$ cat config.mk
export PLATFORM = sky130hd
export DESIGN_NAME = euler_writeback_flat
export DESIGN_NICKNAME = d
export VERILOG_FILES = /design/src/rtl/euler_writeback_if.sv /design/src/rtl/euler_writeback.sv /design/src/flat_wrapper.sv
export SDC_FILE = /design/constraint.sdc
export NUM_CORES = 1
export LEC_CHECK = 0
export ABC_CLOCK_PERIOD_IN_PS = 10900
export CAP_MARGIN = 5
export CORE_MARGIN = 2
export CORE_UTILIZATION = 31
export DETAILED_ROUTE_END_ITERATION = 10
export SLEW_MARGIN = 25
export SYNTH_ARGS = -nofsm -noshare
export SYNTH_HDL_FRONTEND = slang
export SYNTH_SLANG_ARGS = --single-unit
export TNS_END_PERCENT = 20
$ cat constraint.sdc
create_clock -name clk -period 10.9 [get_ports clk]
set_input_delay 1.09 -clock clk [delete_from_list [all_inputs] [get_ports clk]]
set_output_delay 1.09 -clock clk [all_outputs]
set_load 0.1 [all_outputs]
$ cat src/rtl/euler_writeback_if.sv
// Row-result handshake and state-memory port bundle for the Euler write-back stage.
// master: the write-back stage; slave: the pipeline/memory environment.
interface euler_writeback_if #(
    parameter int unsigned ADD_SIZE  = 16,
    parameter int unsigned DATA_SIZE = 16
);
    logic                 acc_valid;
    logic [DATA_SIZE-1:0] acc_data;
    logic                 acc_overflow;
    logic                 row_ack;

    logic                 mem_rd_en;
    logic [ADD_SIZE-1:0]  mem_rd_addr;
    logic [DATA_SIZE-1:0] mem_rd_data;
    logic                 mem_wr_en;
    logic [ADD_SIZE-1:0]  mem_wr_addr;
    logic [DATA_SIZE-1:0] mem_wr_data;

    modport master (
        input  acc_valid, acc_data, acc_overflow, mem_rd_data,
        output row_ack, mem_rd_en, mem_rd_addr, mem_wr_en, mem_wr_addr, mem_wr_data
    );

    modport slave (
        output acc_valid, acc_data, acc_overflow, mem_rd_data,
        input  row_ack, mem_rd_en, mem_rd_addr, mem_wr_en, mem_wr_addr, mem_wr_data
    );
endinterface

$ cat src/rtl/euler_writeback.sv
// Euler update stage: x[i] <= sat(x[i] + sat((h*acc[i]) >>> FRAC_BITS)) for each finished row,
// with read-modify-write of the state memory and a per-row acknowledge.
module euler_writeback #(
    parameter int unsigned ADD_SIZE  = 16,
    parameter int unsigned DATA_SIZE = 16,
    parameter int unsigned MAX_DIM   = 6,
    parameter int unsigned FRAC_BITS = 8
) (
    input  logic                 clk,
    input  logic                 rst,
    input  logic                 start,
    input  logic [ADD_SIZE-1:0]  x_base,
    input  logic [MAX_DIM-1:0]   n_rows,
    input  logic [DATA_SIZE-1:0] h_step,
    euler_writeback_if.master    bus,
    output logic                 busy,
    output logic                 final_done,
    output logic                 overflow
);
    localparam int unsigned PROD_W = 2 * DATA_SIZE;
    localparam int unsigned SUM_W  = DATA_SIZE + 1;
    localparam logic [DATA_SIZE-1:0] D_MAX = {1'b0, {(DATA_SIZE-1){1'b1}}};
    localparam logic [DATA_SIZE-1:0] D_MIN = {1'b1, {(DATA_SIZE-1){1'b0}}};

    typedef enum logic [2:0] {IDLE, WAIT, READ, WRITE, DONE} state_t;

    state_t                       state;
    logic [ADD_SIZE-1:0]          base_r;
    logic [MAX_DIM-1:0]           rows_r;
    logic [MAX_DIM-1:0]           row_idx;
    logic signed [DATA_SIZE-1:0]  h_r;
    logic signed [DATA_SIZE-1:0]  acc_r;
    logic                         armed;

    logic [ADD_SIZE-1:0]          row_addr;
    logic                         last_row;

    logic signed [PROD_W-1:0]     prod;
    logic signed [PROD_W-1:0]     prod_shr;
    logic [PROD_W-DATA_SIZE:0]    prod_hi;
    logic                         mul_sat;
    logic signed [DATA_SIZE-1:0]  scaled;
    logic signed [SUM_W-1:0]      sum_ext;
    logic                         add_sat;
    logic [DATA_SIZE-1:0]         sum_sat;

    assign row_addr = base_r + ADD_SIZE'(row_idx);
    assign last_row = (row_idx == rows_r - MAX_DIM'(1));

    // Scale h*acc back to the data format (floor shift), then add to the old state; both steps saturate.
    always_comb begin
        prod     = PROD_W'(h_r) * PROD_W'(acc_r);
        prod_shr = prod >>> FRAC_BITS;
        prod_hi  = prod_shr[PROD_W-1:DATA_SIZE-1];
        mul_sat  = !((prod_hi == '0) || (prod_hi == '1));
        if (mul_sat) begin
            scaled = prod_shr[PROD_W-1] ? D_MIN : D_MAX;
        end else begin
            scaled = prod_shr[DATA_SIZE-1:0];
        end
        sum_ext = SUM_W'($signed(bus.mem_rd_data)) + SUM_W'(scaled);
        add_sat = sum_ext[SUM_W-1] ^ sum_ext[SUM_W-2];
        if (add_sat) begin
            sum_sat = sum_ext[SUM_W-1] ? D_MIN : D_MAX;
        end else begin
            sum_sat = sum_ext[DATA_SIZE-1:0];
        end
    end

    always_ff @(posedge clk) begin
        if (rst) begin
            state           <= IDLE;
            base_r          <= '0;
            rows_r          <= '0;
            row_idx         <= '0;
            h_r             <= '0;
            acc_r           <= '0;
            armed           <= 1'b1;
            busy            <= 1'b0;
            final_done      <= 1'b0;
            overflow        <= 1'b0;
            bus.row_ack     <= 1'b0;
            bus.mem_rd_en   <= 1'b0;
            bus.mem_rd_addr <= '0;
            bus.mem_wr_en   <= 1'b0;
            bus.mem_wr_addr <= '0;
            bus.mem_wr_data <= '0;
        end else begin
            bus.mem_rd_en <= 1'b0;
            bus.mem_wr_en <= 1'b0;
            bus.row_ack   <= 1'b0;
            final_done    <= 1'b0;

            // A low acc_valid re-arms capture, so a level held across row_ack is taken only once.
            if (!bus.acc_valid) begin
                armed <= 1'b1;
            end
            if (busy && bus.acc_overflow) begin
                overflow <= 1'b1;
            end

            case (state)
                IDLE: begin
                    if (start) begin
                        base_r   <= x_base;
                        rows_r   <= n_rows;
                        h_r      <= h_step;
                        overflow <= 1'b0;
                        row_idx  <= '0;
                        armed    <= 1'b1;
                        busy     <= 1'b1;
                        if (n_rows == '0) begin
                            final_done <= 1'b1;
                            state      <= DONE;
                        end else begin
                            state <= WAIT;
                        end
                    end
                end
                WAIT: begin
                    if (bus.acc_valid && armed) begin
                        acc_r           <= bus.acc_data;
                        armed           <= 1'b0;
                        bus.mem_rd_en   <= 1'b1;
                        bus.mem_rd_addr <= row_addr;
                        state           <= READ;
                    end
                end
                READ: begin
                    bus.mem_wr_data <= sum_sat;
                    if (mul_sat || add_sat) begin
                        overflow <= 1'b1;
                    end
                    bus.mem_wr_en   <= 1'b1;
                    bus.mem_wr_addr <= row_addr;
                    bus.row_ack     <= 1'b1;
                    state           <= WRITE;
                end
                WRITE: begin
                    if (last_row) begin
                        final_done <= 1'b1;
                        state      <= DONE;
                    end else begin
                        row_idx <= row_idx + MAX_DIM'(1);
                        state   <= WAIT;
                    end
                end
                DONE: begin
                    busy  <= 1'b0;
                    state <= IDLE;
                end
                default: begin
                    busy  <= 1'b0;
                    state <= IDLE;
                end
            endcase
        end
    end
endmodule

$ cat src/flat_wrapper.sv
// flat-port wrapper written by rule: the top's interface ports become plain ports
module euler_writeback_flat 
#(
    parameter int unsigned ADD_SIZE  = 16,
    parameter int unsigned DATA_SIZE = 16,
    parameter int unsigned MAX_DIM   = 6,
    parameter int unsigned FRAC_BITS = 8
)
  (clk, rst, start, x_base, n_rows, h_step, busy, final_done, overflow, bus_acc_valid, bus_acc_data, bus_acc_overflow, bus_mem_rd_data, bus_row_ack, bus_mem_rd_en, bus_mem_rd_addr, bus_mem_wr_en, bus_mem_wr_addr, bus_mem_wr_data);
  euler_writeback_if #(.ADD_SIZE(ADD_SIZE), .DATA_SIZE(DATA_SIZE)) bus_i ();
  input  logic clk;
  input  logic rst;
  input  logic start;
  input  logic [ADD_SIZE-1:0] x_base;
  input  logic [MAX_DIM-1:0] n_rows;
  input  logic [DATA_SIZE-1:0] h_step;
  output logic busy;
  output logic final_done;
  output logic overflow;
  input wire logic [$bits(bus_i.acc_valid)-1:0] bus_acc_valid;
  input wire logic [$bits(bus_i.acc_data)-1:0] bus_acc_data;
  input wire logic [$bits(bus_i.acc_overflow)-1:0] bus_acc_overflow;
  input wire logic [$bits(bus_i.mem_rd_data)-1:0] bus_mem_rd_data;
  output wire logic [$bits(bus_i.row_ack)-1:0] bus_row_ack;
  output wire logic [$bits(bus_i.mem_rd_en)-1:0] bus_mem_rd_en;
  output wire logic [$bits(bus_i.mem_rd_addr)-1:0] bus_mem_rd_addr;
  output wire logic [$bits(bus_i.mem_wr_en)-1:0] bus_mem_wr_en;
  output wire logic [$bits(bus_i.mem_wr_addr)-1:0] bus_mem_wr_addr;
  output wire logic [$bits(bus_i.mem_wr_data)-1:0] bus_mem_wr_data;
  assign bus_i.acc_valid = bus_acc_valid;
  assign bus_i.acc_data = bus_acc_data;
  assign bus_i.acc_overflow = bus_acc_overflow;
  assign bus_i.mem_rd_data = bus_mem_rd_data;
  assign bus_row_ack = bus_i.row_ack;
  assign bus_mem_rd_en = bus_i.mem_rd_en;
  assign bus_mem_rd_addr = bus_i.mem_rd_addr;
  assign bus_mem_wr_en = bus_i.mem_wr_en;
  assign bus_mem_wr_addr = bus_i.mem_wr_addr;
  assign bus_mem_wr_data = bus_i.mem_wr_data;
  euler_writeback #(.ADD_SIZE(ADD_SIZE), .DATA_SIZE(DATA_SIZE), .MAX_DIM(MAX_DIM), .FRAC_BITS(FRAC_BITS)) u_core (.clk(clk), .rst(rst), .start(start), .x_base(x_base), .n_rows(n_rows), .h_step(h_step), .bus(bus_i), .busy(busy), .final_done(final_done), .overflow(overflow));
endmodule
==> flow_metrics.env <==
export IMPL_synth_edf_count=0
export IMPL_area_growth_pct=16.9
export IMPL_port_buffers=128
export IMPL_vias=12100
export IMPL_power_frac_seq_pct=25.2
export IMPL_synth_ff_type="dfxtp_1"
export IMPL_power_switching_mw=0.871
export IMPL_path_clk_slew_ns=0.07
export IMPL_cp_start_kind="flip-flop"
export IMPL_layout_drive_gt1_share_pct=4.51
export IMPL_cts_max_level=4
export IMPL_firstDrtPassIters=5
export IMPL_finalInstanceArea_um2=18000
export IMPL_io_pins=129
export IMPL_avgSynthCellArea_um2=8.66
export IMPL_maxSlewViolCount=0
export IMPL_setup_tns_ns=0
export IMPL_p_sw_share_pct=43.4
export IMPL_rr_worst_depth=33
export IMPL_first_global_vias=12900
export IMPL_ys_seq_area_share_pct=15.2
export IMPL_post_synth_top_count_cell="inv_1"
export IMPL_combPwrFrac_pct=45.8
export IMPL_fin_nets=2311
export IMPL_intPower_mw=1.14
export IMPL_dp_hpwl_um=32100
export IMPL_whs_path_depth=2
export IMPL_async_flop_share_pct=0
export IMPL_ys_ff_latch=117
export IMPL_numCtsBuffers=17
export IMPL_synth_nets=2220
export IMPL_synth_common_cells="inv_1, nand2_1, fa_1"
export IMPL_die_area_um2=51500
export IMPL_fin_worst_skew_ns=0.00776
export IMPL_syn_cell_area_um2=15400
export IMPL_via_per_inst=4.76
export IMPL_ir_drop_mv=0.0925
export IMPL_worstPathMaxFanout=17
export IMPL_worstReg2RegEnd="u_core.bus.mem_wr_data[14]"
export IMPL_rsz0062_at_grt="no"
export IMPL_hp_start="u_core.bus.mem_rd_addr[4]"
export IMPL_hp_class="reg2reg"
export IMPL_timing_rr_start="u_core.h_r[6]"
export IMPL_grt_start_max_net_pins=106
export IMPL_status="complete, no violations"
export IMPL_max_freq_ghz=0.0977
export IMPL_cts_sinks=117
export IMPL_chipWidth_um=227
export IMPL_antenna_found_initial=3
export IMPL_gr_total_overflow=0
export IMPL_synthTopCellsByArea="fa_1, dfxtp_1, ha_1, inv_1, nand2_1"
export IMPL_powerDensity_nw_per_um2=111
export IMPL_grt_pass1_wl_um=65300
export IMPL_finalCritPeriodShare_pct=93.9
export IMPL_synthCells=1779
export IMPL_yosysUniqueCellTypes=67
export IMPL_place_area_um2=17400
export IMPL_p_clk_share_pct=29.0
export IMPL_routed_wl_um=39300
export IMPL_track_usage_pct=16.0
export IMPL_core_area_um2=49100
export IMPL_cts_buffer_depth=2
export IMPL_required_ns=11.23
export IMPL_holdPathEnd="u_core.bus.mem_rd_addr[4]"
export IMPL_critPathMostFrequentCell="fa_1"
export IMPL_root_buffer="clkbuf_16"
export IMPL_cts_tree="done"
export IMPL_p_leak_nw=8.29
export IMPL_tightest_slew_ns=1.05
export IMPL_maxSlewHeadroom_pct=29.5
export IMPL_initial_core_util_pct=31.4
export IMPL_die_height_um=227
export IMPL_fin_util_pct=36.7
export IMPL_ant_nets=0
export IMPL_cpPeakStageDelay_ns=0.81
export IMPL_cp_slowest_cell="dfxtp_1"
export IMPL_rows=81
export IMPL_drc=0
export IMPL_r2r_slack_ns=0.67
export IMPL_gp_congestion=0.868
export IMPL_max_cap_violations=0
export IMPL_fin_crit_ns=10.23
export IMPL_yosys_warnings=0
export IMPL_wl_per_cell_um=15.4
export IMPL_postCtsSetupRepairBufs=0
export IMPL_criticalPathCategory="reg2reg"
export IMPL_crit_arrival_ns=10.56
export IMPL_synth_top_area_cell="fa_1"
export IMPL_hold_viol=0
export IMPL_setup_viol=0
export IMPL_drt_iter0_markers=566
export IMPL_clock_latency_ns=0.43
export IMPL_endpoint_kind="flip-flop"
export IMPL_synth_top_cell_area_share_pct=34.2
cell usage in the layout (no fill, tap or decap), types with 5 or more instances in the layout:
cell	n
buf_4	24
and2_1	118
clkdlybuf4s50_1	127
xnor2_1	49
xor2_1	19
a21oi_1	110
nand4_1	11
inv_6	5
nand2_1	282
fa_1	263
nor3_1	19
dfxtp_1	116
ha_1	103
a211oi_1	47
nand3_1	11
nand2b_1	8
clkbuf_16	17
a21o_1	22
o21a_1	5
o21bai_1	8
nand3b_1	5
inv_1	313
nor2_1	84
or3_1	6
a21o_2	5
and3_1	5
o21ai_0	20
registers in the layout, summed over array words and instances, names as in the netlist:
name and flops:
u_core.bus.row_ack 1, u_core.base_r 16, u_core.h_r 16, u_core.busy 1
u_core.acc_r 16, u_core.armed 1, u_core.bus.mem_rd_en 1, u_core.bus.mem_rd_addr 16
u_core.overflow 1, u_core.bus.mem_wr_addr 16, u_core.final_done 1, u_core.bus.mem_wr_data 16
u_core.row_idx 6, u_core.rows_r 6, u_core.state 3
per-layer routing:
layer	up-vias	wire length (um)	GRT usage (%)
met5	-	0	0
met4	0	915	4.47
met3	69	1490	2.26
met2	267	19000	27.2
met1	6061	17900	21.4
li1	5741	-	-
critical path, delay by kind of cell, from the launching register on:
family                     cells  cell delay, ns
AOI/OAI and AO/OA             13            3.32
adders and majority gates     10            4.42
buffers and inverters          5            0.26
DFF                            1            0.81
and+or+nand+nor                5            1.30
final cells by class:
cell class | instances | area [um^2]
diodes | 2 | 5.00
flip-flops and latches | 117 | 2340
multi-input cells | 1269 | 11600
inverters | 313 | 1170
repair buffers | 152 | 1460
clock buffers | 17 | 425
clock inverters | 15 | 156
well taps | 664 | 831
fillers | 5033 | 31000
cell families after synthesis:
group	after synthesis	synth area share (%)
AOI/OAI and AO/OA	255	10.9
xor gates and xnor gates	68	3.86
adders and majority gates	367	42.6
buffers and inverters	393	9.73
DFF	117	15.2
muxes	3	0.203
and+or+nand+nor	576	17.5
power groups by stage:
stage	Sequential [mW]	Combinational [mW]	Clock, mW
after floorplan	0.577	0.603	0
after global placement	0.513	0.884	0
after detailed placement	0.515	0.895	0
after CTS	0.505	0.903	0.591
after global routing	0.511	1.01	0.610
final	0.506	0.919	0.581
how the worst max path moves through the flow:
| stage | slack [ns] | to | from |
|---|---|---|---|
| floorplan | 1.57 | u_core.bus.mem_wr_data[1] | u_core.h_r[15] |
| global placement | 0.58 | u_core.bus.mem_wr_data[1] | u_core.acc_r[2] |
| detailed placement | 0.37 | u_core.bus.mem_wr_data[0] | u_core.acc_r[2] |
| CTS | 0.33 | u_core.bus.mem_wr_data[8] | u_core.acc_r[2] |
| global route | 0.05 | u_core.bus.mem_wr_data[9] | u_core.h_r[15] |
| finish | 0.67 | u_core.bus.mem_wr_data[14] | u_core.h_r[6] |
stage by stage:
step | hold WS, ns | std cells | setup slack (ns) | total power, mW
after CTS | 0.456 | 2547 | 0.327 | 2.00
after global routing | 0.479 | 2548 | 0.0454 | 2.13
after floorplan | 0.440 | 1779 | 1.57 | 1.18
after global placement | 0.446 | 2515 | 0.576 | 1.40
final | 0.454 | 2549 | 0.668 | 2.01
after detailed placement | 0.447 | 2515 | 0.367 | 1.41
what timing repair did:
item,CTS,global route
hold buffers,0,0
resized for setup,0,5
setup endpoints to repair,0,15
Power figures use the tool's default switching activity.
